`config.mk`:
```
export PLATFORM = sky130hd
export DESIGN_NAME = priority_arbiter_4
export DESIGN_NICKNAME = d
export VERILOG_FILES = /design/src/rtl/priority_arbiter_4.sv
export SDC_FILE = /design/constraint.sdc
export NUM_CORES = 1
export LEC_CHECK = 0
export CAP_MARGIN = 20
export CORE_MARGIN = 4
export CORE_UTILIZATION = 25
export CTS_BUF_LIST = sky130_fd_sc_hd__clkbuf_16
export CTS_CLUSTER_DIAMETER = 30
export DETAILED_ROUTE_END_ITERATION = 12
export GPL_TIMING_DRIVEN = 0
export SLEW_MARGIN = 10
export SYNTH_ARGS = -nofsm -noshare
export SYNTH_HDL_FRONTEND = slang
export SYNTH_SLANG_ARGS = --single-unit
```
`constraint.sdc`:
```
create_clock -name clk -period 2.1 [get_ports clk]
set_input_delay 0.21 -clock clk [delete_from_list [all_inputs] [get_ports clk]]
set_output_delay 0.21 -clock clk [all_outputs]
set_load 0.01 [all_outputs]
```
`src/rtl/priority_arbiter_4.sv`:
```
// -----------------------------------------------------------------------------
// priority_arbiter_4
//
// Four-requester arbiter that holds a single grant until the owner signals
// done, drops its request, or has held the resource for MAX_HOLD cycles.
// A forced release (hold limit only) produces a one-cycle timeout pulse.
// Between any two grants there is always at least one cycle with no grant.
//
// Optional feature:
//   PRIORITY_ARBITER_ROUND_ROBIN_EN
//     undefined : fixed priority, requester 3 highest, requester 0 lowest.
//     defined   : rotating priority. The last granted index L is remembered
//                 and the search order is L-1, L-2, L-3, L (mod 4).
//   After reset both builds pick the same first winner, because the
//   rotation base starts at 0 and 0-1 = 3 gives order 3,2,1,0.
//
// Parameters:
//   MAX_HOLD  maximum BUSY cycles per grant before a forced release (1..255)
//
// Ports:
//   clk      in   1  clock, all state changes on the rising edge
//   rst      in   1  synchronous active-high reset
//   req      in   4  request per requester, bit k is requester k
//   done     in   1  owner releases the resource (ignored while idle)
//   gnt      out  4  registered one-hot grant
//   gnt_id   out  2  registered binary index of the granted requester
//   v        out  1  registered grant valid (|gnt)
//   timeout  out  1  registered one-cycle pulse after a forced release
// -----------------------------------------------------------------------------
module priority_arbiter_4 #(
    parameter int MAX_HOLD = 15
) (
    input  logic       clk,
    input  logic       rst,
    input  logic [3:0] req,
    input  logic       done,
    output logic [3:0] gnt,
    output logic [1:0] gnt_id,
    output logic       v,
    output logic       timeout
);

    typedef enum logic {
        IDLE = 1'b0,
        BUSY = 1'b1
    } state_t;

    // Counter value at which the current grant is forcibly released.
    localparam logic [7:0] HOLD_LIMIT = 8'(MAX_HOLD - 1);

    state_t      state_reg, state_next;
    logic [7:0]  cnt_reg, cnt_next;
    logic [3:0]  gnt_reg, gnt_next;
    logic [1:0]  id_reg, id_next;
    logic        v_reg, v_next;
    logic        timeout_reg, timeout_next;

    // Base of the priority rotation: candidate k (k = 0 is searched first)
    // is requester (base - 1 - k) mod 4.
    logic [1:0]  base_idx;

`ifdef PRIORITY_ARBITER_ROUND_ROBIN_EN
    logic [1:0]  last_reg, last_next;
    assign base_idx = last_reg;
`else
    assign base_idx = 2'd0;
`endif

    // -------------------------------------------------------------------------
    // Winner selection: build the candidate list in search order, then take
    // the first candidate that is requesting.
    // -------------------------------------------------------------------------
    logic [1:0]  cand_idx [4];
    logic [3:0]  cand_req;
    logic        win_any;
    logic [1:0]  win_id;

    generate
        for (genvar gi = 0; gi < 4; gi++) begin : g_cand
            // 2-bit subtraction wraps naturally, giving the mod-4 rotation.
            assign cand_idx[gi] = base_idx - 2'(gi + 1);
            assign cand_req[gi] = req[cand_idx[gi]];
        end
    endgenerate

    assign win_any = |cand_req;

    always_comb begin
        win_id = cand_idx[3];
        // Walk from the lowest-priority candidate upward so the
        // highest-priority requesting candidate is the last to assign.
        for (int k = 3; k >= 0; k--) begin
            if (cand_req[k]) begin
                win_id = cand_idx[k];
            end
        end
    end

    // -------------------------------------------------------------------------
    // Release conditions while BUSY. Owner-driven release (done or request
    // drop) wins over the hold limit, so timeout only fires when the counter
    // alone caused the release.
    // -------------------------------------------------------------------------
    logic owner_release;
    logic at_limit;
    logic leave_busy;

    assign owner_release = done | ~req[id_reg];
    assign at_limit      = (cnt_reg == HOLD_LIMIT);
    assign leave_busy    = owner_release | at_limit;

    // -------------------------------------------------------------------------
    // State register (and all other registers).
    // -------------------------------------------------------------------------
    always_ff @(posedge clk) begin
        if (rst) begin
            state_reg   <= IDLE;
            cnt_reg     <= 8'd0;
            gnt_reg     <= 4'd0;
            id_reg      <= 2'd0;
            v_reg       <= 1'b0;
            timeout_reg <= 1'b0;
        end else begin
            state_reg   <= state_next;
            cnt_reg     <= cnt_next;
            gnt_reg     <= gnt_next;
            id_reg      <= id_next;
            v_reg       <= v_next;
            timeout_reg <= timeout_next;
        end
    end

`ifdef PRIORITY_ARBITER_ROUND_ROBIN_EN
    always_ff @(posedge clk) begin
        if (rst) begin
            last_reg <= 2'd0;
        end else begin
            last_reg <= last_next;
        end
    end

    // The pointer only moves when a new grant is issued.
    always_comb begin
        last_next = last_reg;
        if (state_reg == IDLE && win_any) begin
            last_next = win_id;
        end
    end
`endif

    // -------------------------------------------------------------------------
    // Next-state logic, including the hold counter.
    // -------------------------------------------------------------------------
    always_comb begin
        state_next = state_reg;
        cnt_next   = cnt_reg;
        case (state_reg)
            IDLE: begin
                cnt_next = 8'd0;
                if (win_any) begin
                    state_next = BUSY;
                end
            end
            BUSY: begin
                if (leave_busy) begin
                    state_next = IDLE;
                    cnt_next   = 8'd0;
                end else if (cnt_reg != 8'hFF) begin
                    // Saturating increment; with a legal MAX_HOLD the limit
                    // is always reached before the counter could wrap.
                    cnt_next = cnt_reg + 8'd1;
                end
            end
            default: begin
                state_next = IDLE;
                cnt_next   = 8'd0;
            end
        endcase
    end

    // -------------------------------------------------------------------------
    // Output logic: next values of the registered outputs.
    // -------------------------------------------------------------------------
    always_comb begin
        gnt_next     = gnt_reg;
        id_next      = id_reg;
        v_next       = v_reg;
        timeout_next = 1'b0;
        case (state_reg)
            IDLE: begin
                if (win_any) begin
                    gnt_next = 4'b0001 << win_id;
                    id_next  = win_id;
                    v_next   = 1'b1;
                end else begin
                    gnt_next = 4'd0;
                    id_next  = 2'd0;
                    v_next   = 1'b0;
                end
            end
            BUSY: begin
                if (leave_busy) begin
                    gnt_next     = 4'd0;
                    id_next      = 2'd0;
                    v_next       = 1'b0;
                    timeout_next = at_limit & ~owner_release;
                end
            end
            default: begin
                gnt_next = 4'd0;
                id_next  = 2'd0;
                v_next   = 1'b0;
            end
        endcase
    end

    assign gnt     = gnt_reg;
    assign gnt_id  = id_reg;
    assign v       = v_reg;
    assign timeout = timeout_reg;

endmodule

```
# [Yosys cells after proc, flatten, opt, wreduce, memory -nomap -nowiden]
# Cells that the tools add are included.
[totals] out_inout_bits=8 in_bits=7 word_cells=41 register_bits=17
[op_classes] bitwise=7 addsub=1 eq_ne=4 n_lt_le_gt_ge=1 muxes=19 shift=1 n_reduce_logical=2
[op_table] op="two-way mux 8 bit" count=2
[op_table] op="one-hot mux 8 bit (2 select lines)" count=1
[op_table] op="adder 8 x 1 -> 8 bit (second input constant)" count=1
[op_table] op="equality test 8 x 4 -> 1 bit (second input constant)" count=1
[op_table] op="two-way mux 2 bit" count=4
[op_table] op="two-way mux 4 bit" count=2
[op_table] op="inequality test 8 bit (second input constant)" count=1
[op_table] op="one-hot mux 4 bit (2 select lines)" count=1
[op_table] op="two-way mux 1 bit" count=5
[op_table] op="NOT 1 bit" count=4
[op_table] op="one-hot mux 1 bit (2 select lines)" count=2
[op_table] op="one-hot mux 2 bit (2 select lines)" count=1
[op_table] op="OR reduction 4 bit" count=1
[op_table] op="<< shifter 1 x 2 -> 4 bit (first input constant)" count=1
[op_table] op="< comparator 2 x 3 -> 1 bit (second input constant)" count=1
[op_table] op="inequality test 3 x 1 -> 1 bit (second input constant)" count=1
[op_table] op="OR reduction 3 bit" count=1
[op_table] op="binary-select mux 1 bit (select 2 bit)" count=1
[op_table] op="inequality test 2 x 1 -> 1 bit (second input constant)" count=1
[op_table] op="OR 1 bit" count=2
[op_table] op="AND 1 bit" count=1

# [Depth between registers and ports, before layout]
[depth] word_depth=7 depth_mapped=5 depth_no_buf=5

# [Worst setup path after synthesis]
# Ideal clock, no wire load.
[synth_path] path_kind="reg-to-reg" from="reg id_reg[0], in the netlist gnt_id[0]" to="reg gnt_reg[1], in the netlist gnt[1]" stages_incl_launch_ff=4 path_slack_ns=0.624 arrival_time_ns=1.359 required_ns=1.983 setup_time_ns=0.117 synth_period_minus_slack_ns=1.476 path_buffers=0 path_cell_list="dfxtp_1 mux4_2 o211a_1 a22o_1"
[synth_between] elab_chain_cells=6
[synth_rtl] element="from (decl)" line_no="54" rtl="logic [1:0] id_reg, id_next;"
[synth_rtl] element="from (signal assigned)" line_no="127" rtl="id_reg <= id_next;"
[synth_rtl] element="binary-select mux 1 bit (select 2 bit)" line_no="108" rtl="assign owner_release = done | ~req[id_reg];"
[synth_rtl] element="two-way mux 1 bit (not written as such)" line_no="108"
[synth_rtl] element="NOT 1 bit" line_no="108"
[synth_rtl] element="OR 1 bit" line_no="108"
[synth_rtl] element="OR 1 bit" line_no="110" rtl="assign leave_busy = owner_release | at_limit;"
[synth_rtl] element="inequality test 2 x 1 -> 1 bit (no source line)"
[synth_rtl] element="to (signal assigned)" line_no="126" rtl="gnt_reg <= gnt_next;"
[synth_rtl] element="to (decl)" line_no="53" rtl="logic [3:0] gnt_reg, gnt_next;"
# Every way passes these cells. The select of a mux whose other input is x is not followed.
# A chain may end at the register's enable or synchronous reset.

# [Worst setup path after layout]
[layout_path] from="in req[2]" to="reg gnt_reg[1], in the netlist gnt[1]"
[layout_between] elab_chain_cells=6 elab_cells_between_ends=12 cone_classes="eq/ne (1); shift (1); mux (6); bitwise (3); reduce/logical (1)"
[layout_rtl] element="from (decl)" line_no="35" rtl="input logic [3:0] req,"
[layout_rtl] element="binary-select mux 1 bit (select 2 bit)" line_no="108"
[layout_rtl] element="two-way mux 1 bit (not written as such)" line_no="108"
[layout_rtl] element="NOT 1 bit" line_no="108"
[layout_rtl] element="OR 1 bit" line_no="108"
[layout_rtl] element="OR 1 bit" line_no="110"
[layout_rtl] element="inequality test 2 x 1 -> 1 bit (no source line)"
# Parallel ways exist; a longest one is shown, timed or not. The select of a mux whose other input is x is not followed.

==> impl_results.md <==
* Run status: complete, no violations
* Clock tree root driver cell: sky130_fd_sc_hd__clkbuf_16
* Clock buffers created by TritonCTS at 3
* DIE AREA at 3980 µm²
* Pin count of the biggest net entering global routing at 11
* Final clock period utilization by the worst path at 76.8%
* CP cell instances: clkdlybuf4s50_1 > mux4_2 > o211a_1 > a22o_1
* Startpoint type of the worst setup path: primary input
* Ratio of cells with drive above 1 in the final layout at approximately 12%
* Effective utilization at floorplan at 26.8%
* Clk buf depth at 2
* Class of the tightest hold or removal check: reg2reg
* Initial antenna violation count at 0
* Global routing usage summed across all routing layers at under 10%
* Critical path required time at between 2 and 2.5 ns
* Largest register FFs at 8
* Hold Fails Final Rpt at 0
* Max-cap check violation count at 0
* Via count of the first global-routing pass at about 680
* Clock transition at the registers of the reported paths at 0.05 ns
* Launch point of the critical path: req[2]
* Post-route total power at around 0.00080 W
* FF-to-FF setup slack at around 0.55 ns
* Count of buffers inserted at the top-level ports at 14
* First-pass DRT Iterations at 4
* Layout net count at 105
* Detailed-placement wirelength estimate at 1.28 mm
* Flip-flop cell with the highest count after synthesis: sky130_fd_sc_hd__dfxtp_1
* Category of the critical setup timing path: in2reg
* Launch instance of the worst register-to-register path: gnt_id[0]
* Number of levels the H-tree was split into at 1
* Max Freq at 620 MHz
* Average size of a mapped cell at 9.86 µm²
* Hold Crit Depth at 2
* Starting DRT DRC Count at 32
* Standard cell with the maximum stage delay on the critical path: sky130_fd_sc_hd__mux4_2
* Depth of the worst register-to-register path at 3
* Actual slew at the worst max-slew pin at 0.496 ns
* Post-cts resize count at 0
* CTS tree: built
* Number of post-CTS setup repair buffers at 0
* Kind of end point of the critical path: register
* Wire length of the first global-routing pass at 3.05 mm
* Number of endpoints failing setup at the final stage at 0
* Areal power density over the cells at slightly below 800 nW/µm²
* Number of standard-cell rows in the floorplan at 19
* Hold EP: v
* Final routed DRC violation total at 0
* Horizontal die dimension at 63.1 µm
* Number of max-slew violations in the final report at 0
* Share of async-settable or async-resettable flops after synthesis at 0%
* Area growth syn-to-layout at 34.1%
* Critical hold path startpoint: v
* Unrepaired setup endpoints after global routing: false
* Post-cts hold buffer count at 0
* Post-synthesis instance area at 759 µm²
* Antenna-violating nets left at 0
* Post-synth EDFFs at 0
* Peak supply drop at 0.000570 V
* Relative slew slack at about 67%
* Stage delay of the slowest cell on the critical path at 0.56 ns
* Post-synthesis cell type count at 32
* Leakage at 0.365 nW
* Skew final at 0.00179 ns
* Post-synthesis cell count at just under 80
* Core outline area at 2830 µm²
* Post-detailed-route via-to-cell ratio at 5.36
* Routability cong. at 0.795
* Min cycle time layout at ~1.6 ns
* Clock sink count at 17
* Routed wire per std cell at between 10 and 15 µm
* Worst flop-to-flop path endpoint: gnt[1]
* Crit path max fanout at 7
* Die span in y at 63.1 µm
* Total negative setup slack at 0 ns
* Clock insertion delay at the later pin of the skew report at roughly 0.25 ns
* Post-Syn Nets at 86
* Global-route congestion overflow total at 0
* Number of primary I/O pins at 15
* Vias at between 600 and 700
* Flip-flop and latch count after synthesis at 17
* Number of diodes added for antenna fixing at 0
* Routed wire length at 1.73 mm
* Ys Warns at 0
* Share of synthesized area occupied by flip-flops and latches at 44.8%
* Arrival @ worst endpoint at 1.76 ns
## worst max path at each step
stage	end	slack (ns)
global placement	gnt[1]	0.26
global route	cnt_reg[7]	0.40
finish	gnt[1]	0.49
detailed placement	cnt_reg[7]	0.24
CTS	cnt_reg[7]	0.48
floorplan	gnt[1]	0.62
## logic make-up (layout without fill, tap and decap cells)
kind of cell    Yosys count  in the layout  share of synthesized area, %
compound gates           24             24                          24.7
fa+ha+maj                 2              2                          3.29
buf+inv                   3             21                          1.48
flops                    17             17                          44.8
mux                       1              1                          2.97
simple gates             30             30                          22.7
## routing by layer
layer,vias up,track usage (%),share of wire [%]
met5,-,0,0
met1,320,10.9,46
met4,0,3.86,0
met3,0,5.15,8.6
met2,19,15.0,45
li1,336,-,-
## where the power goes
part / leakage (nW) / total, W / internal (W) / switching [W]
registers: 0.139 / 0.000344 / 0.000335 / 0.00000943
clock network: 0.0409 / 0.000390 / 0.000255 / 0.000135
logic: 0.186 / 0.0000709 / 0.0000399 / 0.0000310
## critical path: cells and delay by family
kind / cells / cell delay (ns)
AOI/OAI and AO/OA: 2 / 0.46
buffers and inverters: 1 / 0.53
muxes: 1 / 0.56
## Yosys cell counts (2+ instances only)
cell type	count	area, µm²
sky130_fd_sc_hd__a211oi_1	4	30.0
sky130_fd_sc_hd__nor3_1	6	30.0
sky130_fd_sc_hd__ha_1	2	25.0
sky130_fd_sc_hd__nand3_1	2	10.0
sky130_fd_sc_hd__dfxtp_1	17	340
sky130_fd_sc_hd__a31oi_1	3	18.8
sky130_fd_sc_hd__nor2b_1	3	18.8
sky130_fd_sc_hd__inv_1	3	11.3
sky130_fd_sc_hd__a22o_2	2	20.0
sky130_fd_sc_hd__nand2_1	2	7.51
sky130_fd_sc_hd__a21oi_1	4	20.0
sky130_fd_sc_hd__nor2_1	6	22.5
sky130_fd_sc_hd__o21ai_0	2	10.0
sky130_fd_sc_hd__and3_1	3	18.8
## cell type report
class	count	area, µm²
Inverter	3	11.3
Clock inverter	1	5.00
Sequential cell	17	340
Fill cell	293	1810
Multi-Input combinational cell	57	408
Timing Repair Buffer	14	140
Clock buffer	3	75.1
Tap cell	31	38.8
## metrics by stage
step / hold WS, ns / std cells / setup WS, ns / area (µm²) / util, %
finish: 0.476 / 126 / 0.487 / 1020 / 36.0
global placement: 0.451 / 122 / 0.262 / 938 / 33.2
floorplan: 0.342 / 77 / 0.624 / 759 / -
CTS: 0.485 / 126 / 0.483 / 1020 / 36.0
global route: 0.501 / 126 / 0.396 / 1020 / 36.0
detailed placement: 0.471 / 122 / 0.239 / 938 / 33.2
## layout by cell type (no fill, tap or decap), types with 2 or more instances in the layout
cell | Yosys | final
sky130_fd_sc_hd__a211oi_1 | 4 | 4
sky130_fd_sc_hd__a21oi_1 | 4 | 4
sky130_fd_sc_hd__a22o_2 | 2 | 2
sky130_fd_sc_hd__a31oi_1 | 3 | 3
sky130_fd_sc_hd__and3_1 | 3 | 3
sky130_fd_sc_hd__clkbuf_16 | 0 | 3
sky130_fd_sc_hd__clkdlybuf4s50_1 | 0 | 14
sky130_fd_sc_hd__dfxtp_1 | 17 | 17
sky130_fd_sc_hd__ha_1 | 2 | 2
sky130_fd_sc_hd__inv_1 | 3 | 3
sky130_fd_sc_hd__nand2_1 | 2 | 2
sky130_fd_sc_hd__nand3_1 | 2 | 2
sky130_fd_sc_hd__nor2_1 | 6 | 6
sky130_fd_sc_hd__nor2b_1 | 3 | 3
sky130_fd_sc_hd__nor3_1 | 6 | 6
sky130_fd_sc_hd__o21ai_0 | 2 | 2
Power figures use the tool's default switching activity.
